$ cat src/rtl/rat_pkg.sv
// Shared definitions for the RAT program-counter slice: widths, vectors, select and state encodings.
// Latency: n/a (types and constants only).
// Backpressure: n/a.
//
// Contents:
//   PC_WIDTH      default program counter width
//   RESET_VECTOR  default PC value after reset
//   INT_VECTOR    default interrupt service entry address
//   pc_mux_sel_t  PC load source select
//   int_state_t   interrupt controller state
package rat_pkg;

   localparam int                    PC_WIDTH     = 10;
   localparam logic [PC_WIDTH-1:0]   RESET_VECTOR = 10'h000;
   localparam logic [PC_WIDTH-1:0]   INT_VECTOR   = 10'h3FF;

   // PC load source. SEL_HOLD reloads the current PC, so a load with it is a no-op.
   typedef enum logic [1:0] {
      SEL_IMMED  = 2'd0,
      SEL_STACK  = 2'd1,
      SEL_INTVEC = 2'd2,
      SEL_HOLD   = 2'd3
   } pc_mux_sel_t;

   // Interrupt controller state.
   //   ST_DIS  : interrupts disabled, requests discarded
   //   ST_EN   : interrupts enabled, waiting for a request edge
   //   ST_PEND : request latched, waiting for the control unit to acknowledge
   typedef enum logic [1:0] {
      ST_DIS  = 2'd0,
      ST_EN   = 2'd1,
      ST_PEND = 2'd2
   } int_state_t;

endpackage

$ cat src/rtl/int_ctrl.sv
// Interrupt request synchronizer, edge detector and enable/pending state machine.
// Latency: INT rising before edge k raises INT_PENDING after edge k+2; control inputs act after one edge.
// Backpressure: none; a request stays pending until INT_ACK or I_CLR, requests while disabled are dropped.
//
// Ports:
//   CLK          system clock, rising edge
//   RESET        synchronous active-high reset (hard and soft reset already merged by the parent)
//   INT          external interrupt request, asynchronous level
//   I_SET        enable interrupts
//   I_CLR        disable interrupts (wins over I_SET and over a simultaneous request)
//   INT_ACK      control unit entering the interrupt cycle
//   INT_PENDING  registered request to the control unit
//   IE           registered interrupt-enable flag
module int_ctrl (
   input  logic CLK,
   input  logic RESET,
   input  logic INT,
   input  logic I_SET,
   input  logic I_CLR,
   input  logic INT_ACK,
   output logic INT_PENDING,
   output logic IE
);

   import rat_pkg::*;

   // Two-flop synchronizer followed by a history flop for edge detection.
   logic int_meta;
   logic int_sync;
   logic int_hist;
   logic int_event;

   int_state_t state_q;
   int_state_t state_d;

   logic ie_q;
   logic pend_q;

   always_ff @(posedge CLK) begin
      if (RESET) begin
         int_meta <= 1'b0;
         int_sync <= 1'b0;
         int_hist <= 1'b0;
      end else begin
         int_meta <= INT;
         int_sync <= int_meta;
         int_hist <= int_sync;
      end
   end

   // A request is a rising edge of the synchronized level. Holding INT high
   // produces exactly one event, so re-enabling with INT still high does not
   // fire a request until INT drops and rises again.
   assign int_event = int_sync & ~int_hist;

   always_ff @(posedge CLK) begin
      if (RESET) begin
         state_q <= ST_DIS;
      end else begin
         state_q <= state_d;
      end
   end

   always_comb begin
      state_d = state_q;
      case (state_q)
         ST_DIS: begin
            // I_SET together with I_CLR behaves as I_CLR, i.e. stays disabled.
            // Events seen here are dropped, never queued.
            if (I_SET && !I_CLR) begin
               state_d = ST_EN;
            end
         end
         ST_EN: begin
            // Disable beats a request arriving in the same cycle.
            if (I_CLR) begin
               state_d = ST_DIS;
            end else if (int_event) begin
               state_d = ST_PEND;
            end
         end
         ST_PEND: begin
            // Acknowledge disables further interrupts until software re-enables.
            // I_SET alone leaves the request pending.
            if (I_CLR || INT_ACK) begin
               state_d = ST_DIS;
            end
         end
         default: begin
            state_d = ST_DIS;
         end
      endcase
   end

   // Outputs are registered copies of the next-state decode so they change
   // on the same edge as the state and carry no combinational path to the pins.
   always_ff @(posedge CLK) begin
      if (RESET) begin
         ie_q   <= 1'b0;
         pend_q <= 1'b0;
      end else begin
         ie_q   <= (state_d == ST_EN) || (state_d == ST_PEND);
         pend_q <= (state_d == ST_PEND);
      end
   end

   assign IE          = ie_q;
   assign INT_PENDING = pend_q;

endmodule

$ cat src/rtl/pc_unit.sv
// Program counter with load mux, modulo increment and interrupt controller.
// Latency: control asserted in cycle n is visible on PC_COUNT after the next rising edge.
// Backpressure: none; PC_LD wins over PC_INC, reset (RESET or RST) wins over everything.
//
// Ports:
//   CLK          system clock, rising edge
//   RESET        synchronous active-high hard reset
//   RST          control-unit soft reset, same effect as RESET
//   PC_LD        load PC from the mux
//   PC_INC       increment PC (ignored when PC_LD is set)
//   PC_MUX_SEL   0 FROM_IMMED, 1 FROM_STACK, 2 INT_VECTOR, 3 current PC
//   FROM_IMMED   branch/call target
//   FROM_STACK   return address
//   INT          external interrupt request, asynchronous level
//   I_SET        enable interrupts
//   I_CLR        disable interrupts
//   INT_ACK      control unit entering the interrupt cycle
//   PC_COUNT     registered PC, program ROM address
//   INT_PENDING  registered interrupt request
//   IE           interrupt-enable flag
module pc_unit #(
   parameter int                  PC_WIDTH     = rat_pkg::PC_WIDTH,
   parameter logic [PC_WIDTH-1:0] RESET_VECTOR = rat_pkg::RESET_VECTOR,
   parameter logic [PC_WIDTH-1:0] INT_VECTOR   = rat_pkg::INT_VECTOR
) (
   input  logic                CLK,
   input  logic                RESET,
   input  logic                RST,
   input  logic                PC_LD,
   input  logic                PC_INC,
   input  logic [1:0]          PC_MUX_SEL,
   input  logic [PC_WIDTH-1:0] FROM_IMMED,
   input  logic [PC_WIDTH-1:0] FROM_STACK,
   input  logic                INT,
   input  logic                I_SET,
   input  logic                I_CLR,
   input  logic                INT_ACK,
   output logic [PC_WIDTH-1:0] PC_COUNT,
   output logic                INT_PENDING,
   output logic                IE
);

   import rat_pkg::*;

   localparam logic [PC_WIDTH-1:0] PC_ONE = {{(PC_WIDTH-1){1'b0}}, 1'b1};

   // Hard and soft reset are indistinguishable inside this block.
   logic any_rst;
   assign any_rst = RESET | RST;

   logic [PC_WIDTH-1:0] pc_q;
   logic [PC_WIDTH-1:0] mux_dat;
   logic [PC_WIDTH-1:0] pc_d;
   pc_mux_sel_t         mux_sel;

   assign mux_sel = pc_mux_sel_t'(PC_MUX_SEL);

   always_comb begin
      mux_dat = pc_q;
      case (mux_sel)
         SEL_IMMED:  mux_dat = FROM_IMMED;
         SEL_STACK:  mux_dat = FROM_STACK;
         SEL_INTVEC: mux_dat = INT_VECTOR;
         SEL_HOLD:   mux_dat = pc_q;
         default:    mux_dat = pc_q;
      endcase
   end

   // Load beats increment; the increment wraps silently at the top of the space.
   always_comb begin
      pc_d = pc_q;
      if (PC_LD) begin
         pc_d = mux_dat;
      end else if (PC_INC) begin
         pc_d = pc_q + PC_ONE;
      end
   end

   always_ff @(posedge CLK) begin
      if (any_rst) begin
         pc_q <= RESET_VECTOR;
      end else begin
         pc_q <= pc_d;
      end
   end

   assign PC_COUNT = pc_q;

   int_ctrl u_int_ctrl (
      .CLK         (CLK),
      .RESET       (any_rst),
      .INT         (INT),
      .I_SET       (I_SET),
      .I_CLR       (I_CLR),
      .INT_ACK     (INT_ACK),
      .INT_PENDING (INT_PENDING),
      .IE          (IE)
   );

endmodule

$ cat config.mk
export PLATFORM = sky130hd
export DESIGN_NAME = pc_unit
export DESIGN_NICKNAME = d
export VERILOG_FILES = /design/src/rtl/rat_pkg.sv /design/src/rtl/int_ctrl.sv /design/src/rtl/pc_unit.sv
export SDC_FILE = /design/constraint.sdc
export NUM_CORES = 1
export LEC_CHECK = 0
export ABC_AREA = 1
export CAP_MARGIN = 30
export CORE_ASPECT_RATIO = 1.2
export CORE_UTILIZATION = 46
export DETAILED_ROUTE_END_ITERATION = 10
export PLACE_DENSITY_LB_ADDON = 0.12
export SLEW_MARGIN = 20
export SYNTH_ARGS = -nofsm -noshare
export SYNTH_HDL_FRONTEND = slang
export SYNTH_SLANG_ARGS = --single-unit
$ cat constraint.sdc
create_clock -name CLK -period 2.75 [get_ports CLK]
set_input_delay 0.275 -clock CLK [delete_from_list [all_inputs] [get_ports CLK]]
set_output_delay 0.275 -clock CLK [all_outputs]
set_load 0.005 [all_outputs]
After elaboration in Yosys (flattened, before gate mapping):

Index checks and enable logic that the tools add are counted.
W data, S select, Z words.

* register bits after elaboration: 17
* output and inout bits: 12
* logic and storage cells: 35

* add/sub/neg operators: 1
* equal/unequal tests: 8
* muxes and demuxes: 8
* bitwise gates (word level): 3
* reduce and logical (&&, ||, !) cells: 8

Operators by type and width (count)
* $pmux W10 S3: 1
* $mux W10: 2
* $add A10 B1 Y10 const B: 1
* $eq A2 B2 Y1 const B: 4
* $mux W2: 4
* $eq A2 B1 Y1 const B: 3
* $pmux W2 S3: 1
* $logic_not A2 Y1: 2
* $logic_or A1 B1 Y1: 2
* $ne A2 B2 Y1 const B: 1
* $reduce_and A2 Y1: 1
* $reduce_bool A2 Y1: 1
* $and A1 B1 Y1: 1
* $logic_and A1 B1 Y1: 1
* $logic_not A1 Y1: 1
* $not A1 Y1: 1
* $or A1 B1 Y1: 1

Logic depth before layout (Yosys ltp):

* depth after elaboration: 7
* depth in mapped cells: 11

Modules after synthesis:

A second synthesis with hierarchy kept.

* cell total of the unflattened synthesis: 173
* area total of the unflattened synthesis: 1121.1 µm²

By module, submodules not included
* pc_unit: instances 1, cells an instance 139, area an instance 859.6 µm², seq. area each 200.2 µm²
* int_ctrl: instances 1, cells an instance 34, area an instance 261.5 µm², seq. area each 140.1 µm²

Least setup slack after synthesis:

No wires, ideal clock.

* kind: in2reg
* from: in PC_MUX_SEL[0]
* to: reg pc_q[7] (netlist: PC_COUNT[7])
* data arrival time: 1197 ps
* setup slack: 1444 ps
* cell stages on the path: 10
* buffers on the path: 0
* path through: inv_1 > ha_1 > nor2_2 > nand2_1 > o21ai_0 > nand2_1 > nand2_1 > nand2_1 > nand2_1 > inv_1

* cells in the longest elaborated chain, start to end: 3

Ends and longest elaborated chain
* start: declaration: line pc_unit.sv:31 `input logic [1:0] PC_MUX_SEL,`
* $eq A2 B2 Y1, or another cell as far along: line pc_unit.sv:60 `case (mux_sel)`
* $pmux W10 S3 or $ne A2 B2 Y1 (tied branches)
* $mux W10 or $reduce_and A2 Y1 (tied branches)
* end signal: assignment: line pc_unit.sv:83 `pc_q <= pc_d;`
* end: declaration: line pc_unit.sv:51 `logic [PC_WIDTH-1:0] pc_q;`

Parallel ways exist; a longest one is shown, timed or not.
A chain may end at the register's enable or synchronous reset.

Final worst setup path:

Ends and elaborated chain as after synthesis.

==> results.toml <==
[global_routing]
first_global_vias = 1100
grt_max_degree = 16
grt_pass1_wl_mm = 4.37
grt-ovfl-total = 0
antenna_found_initial = 0
grt_usage = 0.221

[setup_path]
r2r_slack_ps = 1340
crit_path_end_kind = "register"
crit_type = "input port to register"
crit_start = "PC_MUX_SEL[0]"
timing.rr.start = "PC_COUNT[0]"
start_kind = "input port"
critical_path.max_fanout = 10
arrival_ps = 1950
crit_required_ps = 2950

[placement]
dp.final_hpwl_mm = 2.12
routabilityCongestion = 0.810
place_area_sq_um = 1530
place_inst = 238
pre_cts_ws_ps = 681
portBuffers = 42

[drt]
routed_via_density = 5.08
via_count = 1230
drt_iter0_markers = 33
drc = 0
postRouteAntennaNets = 0
drt-total-wl_mm = 2.63
wl_per_cell_um = 10.9
drt_first_pass_iters = 4

[run]
max_cap_viol_count = 0

[timing]
hold_violations = 0
tns_ps = 0
rsz0062_at_grt = "false"
max_freq_ghz = 0.572
setup_ws_ps = 1000
post-route-period-util = 0.636
setup_viol = 0
tightest_slew_ps = 369
relSlewSlack = 0.753
period_minus_slack_ps = 1750
skew_ps = 1.33
slew_viol_final = 0

[worst_hold_path]
min_path_type = "register to register"
worstHoldStart = "u_int_ctrl.int_meta"

[synthesis]
synthTopCellsByArea = "dfxtp_1 (31%), nand2_1 (14%), nor2_1 (10%)"
synth_cell_types = 25
syn_area_per_cell_sq_um = 6.60
ys_ff_latch = 17
yosysTopAreaCellShare = 0.305
synthesis.instances = 169
ys_seq_area_frac = 0.305
ys_warn_count = 0
synth_top_area_cell = "dfxtp_1"
synthesis.nets = 205
syn_area_sq_um = 1110

[finish]
final_nets = 248
fillers = 208
layout-drive-gt1-share = 0.0616
layout_commonest_cell = "clkdlybuf4s50_1"
area_growth_pct = 39.8
stdcell_area_sq_um = 1560
layout_common_cells = "clkdlybuf4s50_1 (42), nand2_1 (41), nor2_1 (30), dfxtp_1 (17)"
antenna_cells = 0
stdcell_count = 242

[floorplan]
die_y_um = 55.9
dieArea_sq_um = 2630
start_util = 0.488
io_pins = 43
core-area_sq_um = 2280
die_w_um = 46.9
num_rows = 19

[cts]
clock-sinks = 17
numCtsBuffers = 3
root_buffer = "clkbuf_4"
htree_levels = 1
cts_setup_buffers = 0
insertion_delay_ps = 290
ctsHoldBuffers = 0
cts.path.max_buffers = 2
cts_resized = 0
cts_tree = "built"
path_clk_slew_ps = 90

[run_status]
status = "complete, no violations"

[pwr]
p_leak_nw = 0.630
pwr_density_cell_nw_per_um2 = 351
ir_worst_vdd_uv = 193
[layer usage]
| layer | GRT usage | part of all wire | vias to the layer above |
|---|---|---|---|
| li1 | - | - | 637 |
| met2 | 0.383 | 0.52 | 55 |
| met5 | 0 | 0 | - |
| met1 | 0.263 | 0.40 | 534 |
| met4 | 0.0735 | 0.014 | 0 |
| met3 | 0.0357 | 0.065 | 4 |
[state kept, by name, indices dropped and copies added, names as in the netlist]
signal and cells:
u_int_ctrl.int_hist 1, u_int_ctrl.INT_PENDING 1, PC_COUNT 10, u_int_ctrl.state_q 2, u_int_ctrl.IE 1, u_int_ctrl.int_sync 1
u_int_ctrl.int_meta 1
[cells in the mapped netlist]
cell	n
a21oi_1	16
nand3_1	9
inv_1	16
clkbuf_8	1
nor2_4	1
buf_2	1
a31oi_1	2
dfxtp_1	17
nand2_1	41
nand3_2	1
buf_6	2
nand4_1	1
nor2_1	30
nor2_8	1
a32oi_1	1
nand2_4	1
nor2_2	2
o21ai_0	13
o211ai_1	3
inv_2	1
or2_2	1
clkinv_1	1
o21ai_4	1
ha_1	5
inv_6	1
[final cells by class]
cell class	instances	area (sq um)	share of cell area
Timing Repair Buffer	42	420	0.270
Clock buffer	4	26.3	0.0169
Multi-Input combinational cell	129	657	0.421
Inverter	19	76.3	0.0490
Sequential cell	17	340	0.218
Tap cell	31	38.8	0.0249
[cell families after synthesis]
group	count (synthesis)	share of synthesized area
simple gates	88	0.349
compound gates	36	0.184
buf+inv	23	0.105
flops	17	0.305
fa+ha+maj	5	0.0561
[metrics by stage]
step | hold slack, ps | total power [mW] | util
2_1_floorplan | 387 | 0.346 | -
3_3_place_gp | 405 | 0.416 | 0.672
3_5_place_dp | 401 | 0.418 | 0.672
4_1_cts | 416 | 0.547 | 0.683
5_1_grt | 435 | 0.578 | 0.683
6_report | 412 | 0.547 | 0.683
[report_power, final]
part,internal (mW),switching (mW)
combinational,0.0786,0.0673
clock,0.0565,0.0775
sequential,0.256,0.0109
total,0.391,0.156
[worst paths after layout]
check / cells past startpoint / endpoint
max: 11 / PC_COUNT[7]
min: 2 / u_int_ctrl.int_sync
max reg2reg: 7 / PC_COUNT[8]
min reg2reg: 2 / u_int_ctrl.int_sync
[worst max-delay path, stage by stage]
cell and delay [ps]:
clkdlybuf4s50_1 510, inv_1 60, ha_1 320, nor2_2 300, nand2_1 80, o21ai_0 100
nand2_1 80, nand2_1 70, nand2_1 50, nand2_1 70, inv_1 30
No activity file was read; power rests on OpenSTA's default activity.
